**src/rtl/mem_arbiter_if.sv**
```systemverilog
// mem_arbiter_if: fetch port, data port and single-port RAM signals of the memory arbiter.
interface mem_arbiter_if;
    logic        f_req;
    logic [8:0]  f_addr;
    logic        f_done;
    logic [31:0] f_rdata;
    logic        d_req;
    logic        d_we;
    logic [8:0]  d_addr;
    logic [31:0] d_wdata;
    logic        d_done;
    logic [31:0] d_rdata;
    logic [8:0]  mem_addr;
    logic [31:0] mem_wdata;
    logic        mem_read;
    logic        mem_write;
    logic [31:0] mem_rdata;
    logic        busy;

    modport slave (
        input  f_req, f_addr, d_req, d_we, d_addr, d_wdata, mem_rdata,
        output f_done, f_rdata, d_done, d_rdata, mem_addr, mem_wdata, mem_read, mem_write, busy
    );

    modport master (
        output f_req, f_addr, d_req, d_we, d_addr, d_wdata, mem_rdata,
        input  f_done, f_rdata, d_done, d_rdata, mem_addr, mem_wdata, mem_read, mem_write, busy
    );
endinterface

```
**src/rtl/mem_arbiter.sv**
```systemverilog
// mem_arbiter: shares one RAM between a fetch and a data port, IDLE -> ACC -> RESP per access.
// Fixed data priority by default; define MEM_ARB_RR_EN for round-robin on collisions.
module mem_arbiter (
    input  logic          clk,
    input  logic          clr,
    mem_arbiter_if.slave  bus
);
    typedef enum logic [1:0] {IDLE, ACC_F, ACC_D, RESP} state_t;

    state_t      state, state_nx;
    logic        grant, pick_d, gnt_d, we_q;
    logic [8:0]  addr_q;
    logic [31:0] wdata_q, f_rdata_q, d_rdata_q;

`ifdef MEM_ARB_RR_EN
    logic rr_ptr;
    assign pick_d = bus.d_req && (!bus.f_req || rr_ptr);
    always_ff @(posedge clk or negedge clr)
        if (!clr)
            rr_ptr <= 1'b0;
        else if (grant)
            rr_ptr <= !pick_d;
`else
    assign pick_d = bus.d_req;
`endif

    assign grant = (state == IDLE) && (bus.f_req || bus.d_req);

    always_comb begin
        state_nx = state;
        state_nx = (state == IDLE) ? (pick_d ? ACC_D : bus.f_req ? ACC_F : IDLE)
                 : (state == RESP) ? IDLE : RESP;
    end

    always_ff @(posedge clk or negedge clr)
        if (!clr) begin
            state     <= IDLE;
            gnt_d     <= 1'b0;
            we_q      <= 1'b0;
            addr_q    <= '0;
            wdata_q   <= '0;
            f_rdata_q <= '0;
            d_rdata_q <= '0;
        end else begin
            state <= state_nx;
            if (grant) begin
                gnt_d  <= pick_d;
                addr_q <= pick_d ? bus.d_addr : bus.f_addr;
                we_q   <= pick_d && bus.d_we;
                if (pick_d)
                    wdata_q <= bus.d_wdata;
            end
            if (state == ACC_F)
                f_rdata_q <= bus.mem_rdata;
            if (state == ACC_D && !we_q)
                d_rdata_q <= bus.mem_rdata;
        end

    // strobes decode from state so an async reset kills them within the same cycle
    assign bus.mem_read  = (state == ACC_F) || (state == ACC_D && !we_q);
    assign bus.mem_write = (state == ACC_D) && we_q;
    assign bus.mem_addr  = addr_q;
    assign bus.mem_wdata = wdata_q;
    assign bus.f_rdata   = f_rdata_q;
    assign bus.d_rdata   = d_rdata_q;
    assign bus.f_done    = (state == RESP) && !gnt_d;
    assign bus.d_done    = (state == RESP) && gnt_d;
    assign bus.busy      = (state != IDLE);
endmodule

```
**src/flat_wrapper.sv**
```systemverilog
// flat-port wrapper written by rule: the top's interface ports become plain ports
module mem_arbiter_flat 
  (clk, clr, bus_f_req, bus_f_addr, bus_d_req, bus_d_we, bus_d_addr, bus_d_wdata, bus_mem_rdata, bus_f_done, bus_f_rdata, bus_d_done, bus_d_rdata, bus_mem_addr, bus_mem_wdata, bus_mem_read, bus_mem_write, bus_busy);
  mem_arbiter_if bus_i ();
  input  logic clk;
  input  logic clr;
  input wire logic [$bits(bus_i.f_req)-1:0] bus_f_req;
  input wire logic [$bits(bus_i.f_addr)-1:0] bus_f_addr;
  input wire logic [$bits(bus_i.d_req)-1:0] bus_d_req;
  input wire logic [$bits(bus_i.d_we)-1:0] bus_d_we;
  input wire logic [$bits(bus_i.d_addr)-1:0] bus_d_addr;
  input wire logic [$bits(bus_i.d_wdata)-1:0] bus_d_wdata;
  input wire logic [$bits(bus_i.mem_rdata)-1:0] bus_mem_rdata;
  output wire logic [$bits(bus_i.f_done)-1:0] bus_f_done;
  output wire logic [$bits(bus_i.f_rdata)-1:0] bus_f_rdata;
  output wire logic [$bits(bus_i.d_done)-1:0] bus_d_done;
  output wire logic [$bits(bus_i.d_rdata)-1:0] bus_d_rdata;
  output wire logic [$bits(bus_i.mem_addr)-1:0] bus_mem_addr;
  output wire logic [$bits(bus_i.mem_wdata)-1:0] bus_mem_wdata;
  output wire logic [$bits(bus_i.mem_read)-1:0] bus_mem_read;
  output wire logic [$bits(bus_i.mem_write)-1:0] bus_mem_write;
  output wire logic [$bits(bus_i.busy)-1:0] bus_busy;
  assign bus_i.f_req = bus_f_req;
  assign bus_i.f_addr = bus_f_addr;
  assign bus_i.d_req = bus_d_req;
  assign bus_i.d_we = bus_d_we;
  assign bus_i.d_addr = bus_d_addr;
  assign bus_i.d_wdata = bus_d_wdata;
  assign bus_i.mem_rdata = bus_mem_rdata;
  assign bus_f_done = bus_i.f_done;
  assign bus_f_rdata = bus_i.f_rdata;
  assign bus_d_done = bus_i.d_done;
  assign bus_d_rdata = bus_i.d_rdata;
  assign bus_mem_addr = bus_i.mem_addr;
  assign bus_mem_wdata = bus_i.mem_wdata;
  assign bus_mem_read = bus_i.mem_read;
  assign bus_mem_write = bus_i.mem_write;
  assign bus_busy = bus_i.busy;
  mem_arbiter u_core (.clk(clk), .clr(clr), .bus(bus_i));
endmodule
```
**config.mk**
```make
export PLATFORM = sky130hd
export DESIGN_NAME = mem_arbiter_flat
export DESIGN_NICKNAME = d
export VERILOG_FILES = /design/src/rtl/mem_arbiter_if.sv /design/src/rtl/mem_arbiter.sv /design/src/flat_wrapper.sv
export SDC_FILE = /design/constraint.sdc
export NUM_CORES = 1
export LEC_CHECK = 0
export CORE_ASPECT_RATIO = 0.6
export CORE_MARGIN = 3
export CORE_UTILIZATION = 44
export DETAILED_ROUTE_END_ITERATION = 12
export GPL_TIMING_DRIVEN = 1
export PLACE_DENSITY = 0.87
export RECOVER_POWER = 100
export SYNTH_ARGS = -nofsm -noshare
export SYNTH_HDL_FRONTEND = slang
export SYNTH_SLANG_ARGS = --single-unit
```
**constraint.sdc**
```tcl
create_clock -name clk -period 2.7 [get_ports clk]
set_input_delay 0.54 -clock clk [delete_from_list [all_inputs] [get_ports clk]]
set_output_delay 0.54 -clock clk [all_outputs]
set_load 0.02 [all_outputs]
```
==> flow_summary.ini <==
[placed_design]
portBuffers = 196
gp_congestion = 0.768
placed_area_um2 = 6330
dp_hpwl_mm = 7.81

[yosys]
synth_cell_types = 19
yosys_warnings = 0
yosysSeqAreaShare = 0.645
synth_area_um2 = 4230
synth_common_cells = mux2_2 (110), dfrtp_1 (109), buf_2 (6), mux2_1 (4)
synth-async-reset-ratio = 1.00
ys.flop_type = dfrtp_1
ys_seq_elements = 109
synth_top_area_share = 0.645
netlist_top_cells_area = dfrtp_1 (64%), mux2_2 (29%), mux2_1 (1.1%)
synth_edf_count = 0
synth_largest_area_cell = dfrtp_1
syn_inst = 254
synth_nets = 341
yosysMostFrequentCell = mux2_2
avgSynthCellArea_um2 = 16.7

[clock_network]
clock-sinks = 109
cts_buffers = 9
worst_skew_pair.late_latency_ns = 0.33
root_buffer = clkbuf_16
clk_pin_slew_worst_paths_ns = 0.07
cts_resized = 0
clk_path_buf_depth = 2
hold_buffers = 0
cts_htree_levels = 3
post_cts_buffers = 0
cts_tree = done

[hold_path]
hold_path_class = flop to flop
worstHoldStart = u_core.bus.mem_wdata[30]

[setup_path]
slowest_stage = clkdlybuf4s50_1
end_kind = output port
path_class = flop to output port
critPathLaunchType = flop
crit_start = u_core.state[0]
critPathRequiredTime_ns = 2.16
r2r_start = u_core.state[0]
critPathMaxFanout = 8
crit_chain = nor3b_1 -> inv_1 -> nand2_1 -> clkdlybuf4s50_1
path_buf_inv = 2
crit_family = buffers and inverters
worstPathArrival_ns = 1.88
slowest_delay_ns = 0.64

[routing]
wl_per_cell_um = 17.5
via_per_inst = 4.80
drc_errors = 0
finalWirelength_mm = 10.4
drtPass1Iterations = 4
drtIter0Drc = 75
ant_nets = 0
vias = 2836

[final_layout]
syn_to_final_growth_pct = 55.5
antenna_cells = 0
nNetsFinal = 543
final_area_um2 = 6580
num-fill-cells = 649
drive_above_1_share = 0.286

[timing]
period_needed_ns = 2.42
hold_viol = 0
fin_crit_sh = 0.897
finalSetupTns_ns = 0
setup_viol = 0
fmaxAchievable_mhz = 413
finalClockSkew_ns = 0.0113
tightest_slew_ns = 1.35
relSlewSlack = 0.0999
maxSlewViolCount = 0
rsz0062_at_grt = false

[grt]
antenna_found_initial = 0
grtUsageTotal = 0.194
grt_pass1_vias = 3150
grt_overflow = 0
grt_pass1_wl_mm = 16.4
grt_max_degree = 55

[run_status]
outcome = complete, no violations

[floorplan]
die_y_um = 82.0
die-area_um2 = 10900
rows = 27
io_pins = 197
die_w_um = 133
core-area_um2 = 9260
start_util = 0.457

[flow_run]
drv_cap = 0

[pwr]
ir_drop_uv = 648
leakage_nw = 2.76
pwr_density_cell_nw_per_um2 = 1280
## layer usage
layer  wire, µm  share of wire  GRT usage  vias up
met5          0              0          0        -
met4         46         0.0044     0.0425        0
met3        796          0.077     0.0759        4
met2       5150           0.50      0.334      106
met1       4380           0.42      0.235     1416
li1           -              -          -     1310
## placed cells by master, fill, tap and decap left out
cell type,Yosys,layout
nor2_1,2,2
a21boi_0,2,2
and3b_2,1,1
clkinv_2,0,1
mux2_1,4,4
a21oi_1,1,1
and3_2,1,1
clkbuf_1,0,5
clkbuf_2,0,4
buf_12,0,1
clkbuf_16,0,9
nand2b_2,0,1
dfrtp_1,109,109
mux2_2,110,110
clkinvlp_4,0,2
clkdlybuf4s50_1,0,85
inv_6,0,1
inv_1,3,3
a21o_1,1,1
dlygate4sd3_1,0,110
nor3_1,0,1
o21ai_1,0,1
a22o_1,1,1
nor3b_1,0,1
bufinv_16,0,1
nand2_1,3,3
## power breakdown
| group | switching (mW) | internal [mW] |
|---|---|---|
| combinational | 2.05 | 2.13 |
| sequential | 0.435 | 2.48 |
| clock | 0.566 | 0.722 |
## through the flow
stage	setup slack, ns	util	total power, mW	hold WS [ns]	instances
2_1_floorplan	0.946	-	5.36	0.244	254
3_3_place_gp	0.594	0.684	7.41	0.467	575
3_5_place_dp	0.542	0.684	7.56	0.479	575
4_1_cts	0.284	0.716	8.88	0.274	591
5_1_grt	0.136	0.711	8.88	0.518	591
6_report	0.278	0.711	8.39	0.494	591
## area by class of cell
class / instances / area (µm²) / area share
clock buffer: 11 / 233 / 0.0354
clock inverter: 5 / 58.8 / 0.00894
inverter: 3 / 11.3 / 0.00171
multi-input combinational: 130 / 1380 / 0.210
sequential: 109 / 2730 / 0.415
tap: 130 / 163 / 0.0247
timing repair buffer: 203 / 2000 / 0.304
## flip-flops by register name (all words and copies together), names as in the netlist
register / cells
u_core.bus.d_rdata: 32
u_core.bus.f_rdata: 32
u_core.bus.mem_wdata: 32
u_core.bus.mem_addr: 9
u_core.state: 2
u_core.gnt_d: 1
u_core.we_q: 1
## path summary, 6_finish.rpt
path / endpoint / cells after the start / slack [ns]
max: bus_mem_read / 4 / 0.28
min: u_core.bus.mem_wdata[30] / 1 / 0.49
max reg2reg: u_core.bus.d_rdata[11] / 3 / 0.66
min reg2reg: u_core.bus.mem_wdata[30] / 1 / 0.49
max in group asynchronous: u_core.bus.mem_addr[8] / 2 / 1.17
min in group asynchronous: u_core.bus.d_rdata[28] / 1 / 0.50
## logic make-up (layout without fill, tap and decap cells)
family / after synthesis / in the layout / share of synthesized area
buffers and inverters: 15 / 222 / 0.0231
muxes: 114 / 114 / 0.303
AOI/OAI and AO/OA: 6 / 6 / 0.0106
DFF: 109 / 109 / 0.645
and+or+nand+nor: 10 / 10 / 0.0183
(Power assumes the default switching activity.)
==> RTL edit 1, RTL diff (same flow settings) <==
Encoding of `state_t`: now Gray code (2 bits for 4 states).
--- a/src/rtl/mem_arbiter.sv
+++ b/src/rtl/mem_arbiter.sv
@@ -7,3 +7,3 @@
 );
-    typedef enum logic [1:0] {IDLE, ACC_F, ACC_D, RESP} state_t;
+    typedef enum logic [1:0] {IDLE = 2'b00, ACC_F = 2'b01, ACC_D = 2'b11, RESP = 2'b10} state_t;
 
Check against the original RTL: no difference found for any inputs over 10 cycles, from zero or initial values; not proved beyond that.
==> RTL edit 1 against the unedited design <==
Design area unchanged. Critical path depth decreased by 1. Clock skew is 0.0061 ns lower. Power is 1.2% higher. Synthesized area grew 1.1%. Sequential power hardly changed. Setup slack better by 0.0013 ns. Sequential cell count stayed put. Wire length is 3.9% higher. Highest routed layer unchanged.
==> RTL edit 1: results (changes against the unedited design) <==
| Metric | Value |
|---|---|
| CP Capture Point | bus_busy |
| Synth cell count leaders | 109 x dfrtp_1, 69 x mux2_2, 27 x mux2_4 |
| Comb. pwr | 4.09 mW (-2%) |
| Layout cells sized above 1 | 0.196 (-0.0906) |
| Fin Clk Skew | 0.00518 ns (-0.00612 ns) |
| Yosys cell types | 22 (+3) |
| R2R setup slack | 0.77 ns (+0.11 ns) |
| WL/cell | 18.1 um (+3.2%) |
| Worst-margin pin slew | 1.32 ns (-0.0261 ns) |
| Avg Cell Area, Syn | 16.5 um2 (-1.2%) |
| DP Area | 6360 um2 (+0.45%) |
| Placed cells | 579 (+0.70%) |
| Number of global-route vias before repair | 3,178 (+0.89%) |
| Met2 Usage GRT | 0.353 (+0.0186) |
| First-pass GRT wire length | 17,000 um (+3.4%) |
| Status | completed |
| Hold WS | 0.478 ns (-0.0156 ns) |
| Worst min path class | primary input to asynchronous set/reset pin |
| R2r endpoint | u_core.bus.mem_wdata[31]$_DFFE_PN0P_ |
| Vias | 2,897 (+2.2%) |
| Fraction of the yosys area taken by sequential cells | 0.638 (-0.00698) |
| Initial DRC count | 71 (-5.3%) |
| Syn_nets | 347 (+1.8%) |
| GRT Overall Usage | 0.201 (+0.00733) |
| Place WS | 0.590 ns (+0.0476 ns) |
| Routed met3 length | 928 um (+17%) |
| LEAKAGE | 2.80 nW (+1.3%) |
| R2R Path Start | u_core.state[1]$_DFF_PN0_ |
| Int Pwr | 5.41 mW (+1.5%) |
| Post-DP HPWL | 8110 um (+3.9%) |
| Synth top area cells | dfrtp_1 64%, mux2_2 18%, mux2_4 9.5%, o21ai_0 2.2%, mux2i_1 2.1% |
| Worst vdd ir | 649 uV (about the same) |
| Fill count | 682 (+5.1%) |
| Combinational share of power | 0.481 (-0.018) |
-- RTL edit 1: cell count changes in the layout (fill, tap and decap cells not counted), sizes merged --
cell / change
mux2: -18
a21oi: -1
clkinvlp: -1
nand3b: +1
buf: -1
or2: +1
bufinv: +2
nand2: -2
o21ai: +18
and2: +1
mux2i: +9
a21boi: -2
nor3: -1
inv: -2
-- RTL edit 1: layout make-up --
type                       count  area (um2)  area share
clock inverter                 5         106      0.0162
sequential                   109        2730       0.415
timing repair buffer         202        1990       0.302
inverter                       2        7.51     0.00114
multi-input combinational    136        1350       0.205
tap                          130         163      0.0247
clock buffer                  11         243      0.0369
-- RTL edit 1: logic make-up after synthesis --
| kind of cell | share of synthesized area |
|---|---|
| buffers and inverters | 0.0243 |
| AND/OR/NAND/NOR | 0.0146 |
| AO/OA/AOI/OAI | 0.0260 |
| multiplexers | 0.297 |
| flip-flops | 0.638 |
==> RTL edit 2, RTL diff (same flow settings) <==
Without the edit above. Build with the macro `MEM_ARB_RR_EN` defined.
--- a/src/rtl/mem_arbiter.sv
+++ b/src/rtl/mem_arbiter.sv
@@ -2,2 +2,4 @@
 // Fixed data priority by default; define MEM_ARB_RR_EN for round-robin on collisions.
+`define MEM_ARB_RR_EN
+
 module mem_arbiter (
Formal check against the unedited RTL: not equivalent (a bounded check fails within 4 cycles, from zero or initial values).
==> RTL edit 2 against the unedited design <==
Maximum frequency shrank 0.82%. Critical path type unchanged. Critical endpoint unchanged. Setup slack lost 0.020 ns. Wire length grew 6.4%. Cell count grew 4.1%. Largest cell class unchanged. Design area grew 0.70%. Clock skew shrank 0.0035 ns. Power grew 1.2%. Synthesized area grew 1.9%. Highest routed layer unchanged. Sequential cell count grew 1.
==> RTL edit 2: results (changes against the unedited design) <==
| Metric | Value |
|---|---|
| Number of global-route vias before repair | 3,248 (+3.1%) |
| Worst r2r path cells | 4 (+1) |
| Worst vdd ir | 641 uV (-1.2%) |
| Met2 Usage GRT | 0.334 (about the same) |
| Hold_sp | u_core.bus.d_rdata[15]$_DFFE_PN0P_ |
| Worst min path class | flop to flop |
| Fin Clk Skew | 0.00784 ns (-0.00347 ns) |
| Worst Hold Path EP | u_core.bus.d_rdata[15]$_DFFE_PN0P_ |
| Met1 Use GR | 0.251 (+0.0156) |
| Status | completed |
| Crit path max-delay cell type | dlygate4sd3_1 |
| Met2 Wirelength | 5390 um (+4.8%) |
| Peak fanout along the critical path | 6 (-2) |
| Int Pwr | 5.32 mW (-0.37%) |
| R2r endpoint | u_core.bus.mem_wdata[29]$_DFFE_PN0P_ |
| Largest net degree at the start of global routing | 58 (+5.5%) |
| Final GP Congestion | 0.923 (+20%) |
| GRT Overall Usage | 0.201 (+0.00730) |
| Combinational share of power | 0.498 (about the same) |
| WP data arrival | 1.90 ns (+0.02 ns) |
| Largest stage delay on the critical path | 0.69 ns (+0.05 ns) |
| Vias | 3,057 (+7.8%) |
| Yosys cell types | 25 (+6) |
| LEAKAGE | 2.78 nW (+0.41%) |
| Synth cell count leaders | 110 x dfrtp_1, 88 x mux2_2, 11 x a21oi_1 |
| Layout cells sized above 1 | 0.233 (-0.0533) |
| WL/cell | 17.9 um (+2.2%) |
| Die ar. | 11,100 um2 (+1.8%) |
| First-pass GRT wire length | 17,200 um (+4.8%) |
| Fraction of the yosys area taken by sequential cells | 0.638 (-0.00635) |
| Nets | 568 (+4.6%) |
| Syn_nets | 370 (+8.5%) |
| Routed met3 length | 1070 um (+34%) |
| Post-synthesis mux area share | 0.251 (-0.0527) |
| Initial DRC count | 101 (+35%) |
| R2R setup slack | 0.58 ns (-0.08 ns) |
| DRT met1 WL | 4500 um (+2.9%) |
| Post-DP HPWL | 8420 um (+7.8%) |
| Synth top area cells | dfrtp_1 64%, mux2_2 23%, buf_6 2.1%, mux2_1 2.1%, a31oi_1 1.3% |
==> RTL edit 2: stage by stage <==
step	setup slack [ns]	instances	instance area, um2	hold WS [ns]	power [mW]
5_1_grt	0.113	615	6630	0.515	8.99
3_3_place_gp	0.569	600	6370	0.472	7.47
2_1_floorplan	1.00	283	4310	0.244	5.39
3_5_place_dp	0.523	600	6370	0.485	7.63
6_report	0.258	615	6630	0.492	8.49
4_1_cts	0.289	615	6670	0.273	8.98
==> RTL edit 2: layout make-up <==
class | count | area [um2]
Timing Repair Buffer | 202 | 1990
Tap cell | 130 | 163
Multi-Input combinational cell | 152 | 1400
Clock buffer | 9 | 225
Clock inverter | 6 | 71.3
Fill cell | 649 | 2730
Inverter | 6 | 22.5
Sequential cell | 110 | 2750
==> RTL edit 2: worst reg2reg max path, cell delays in order, from the launching register on <==
cell and delay (ns):
dfrtp_1 0.45, nor2_2 0.12, buf_4 0.18, nand3_2 0.67, mux2_1 0.59
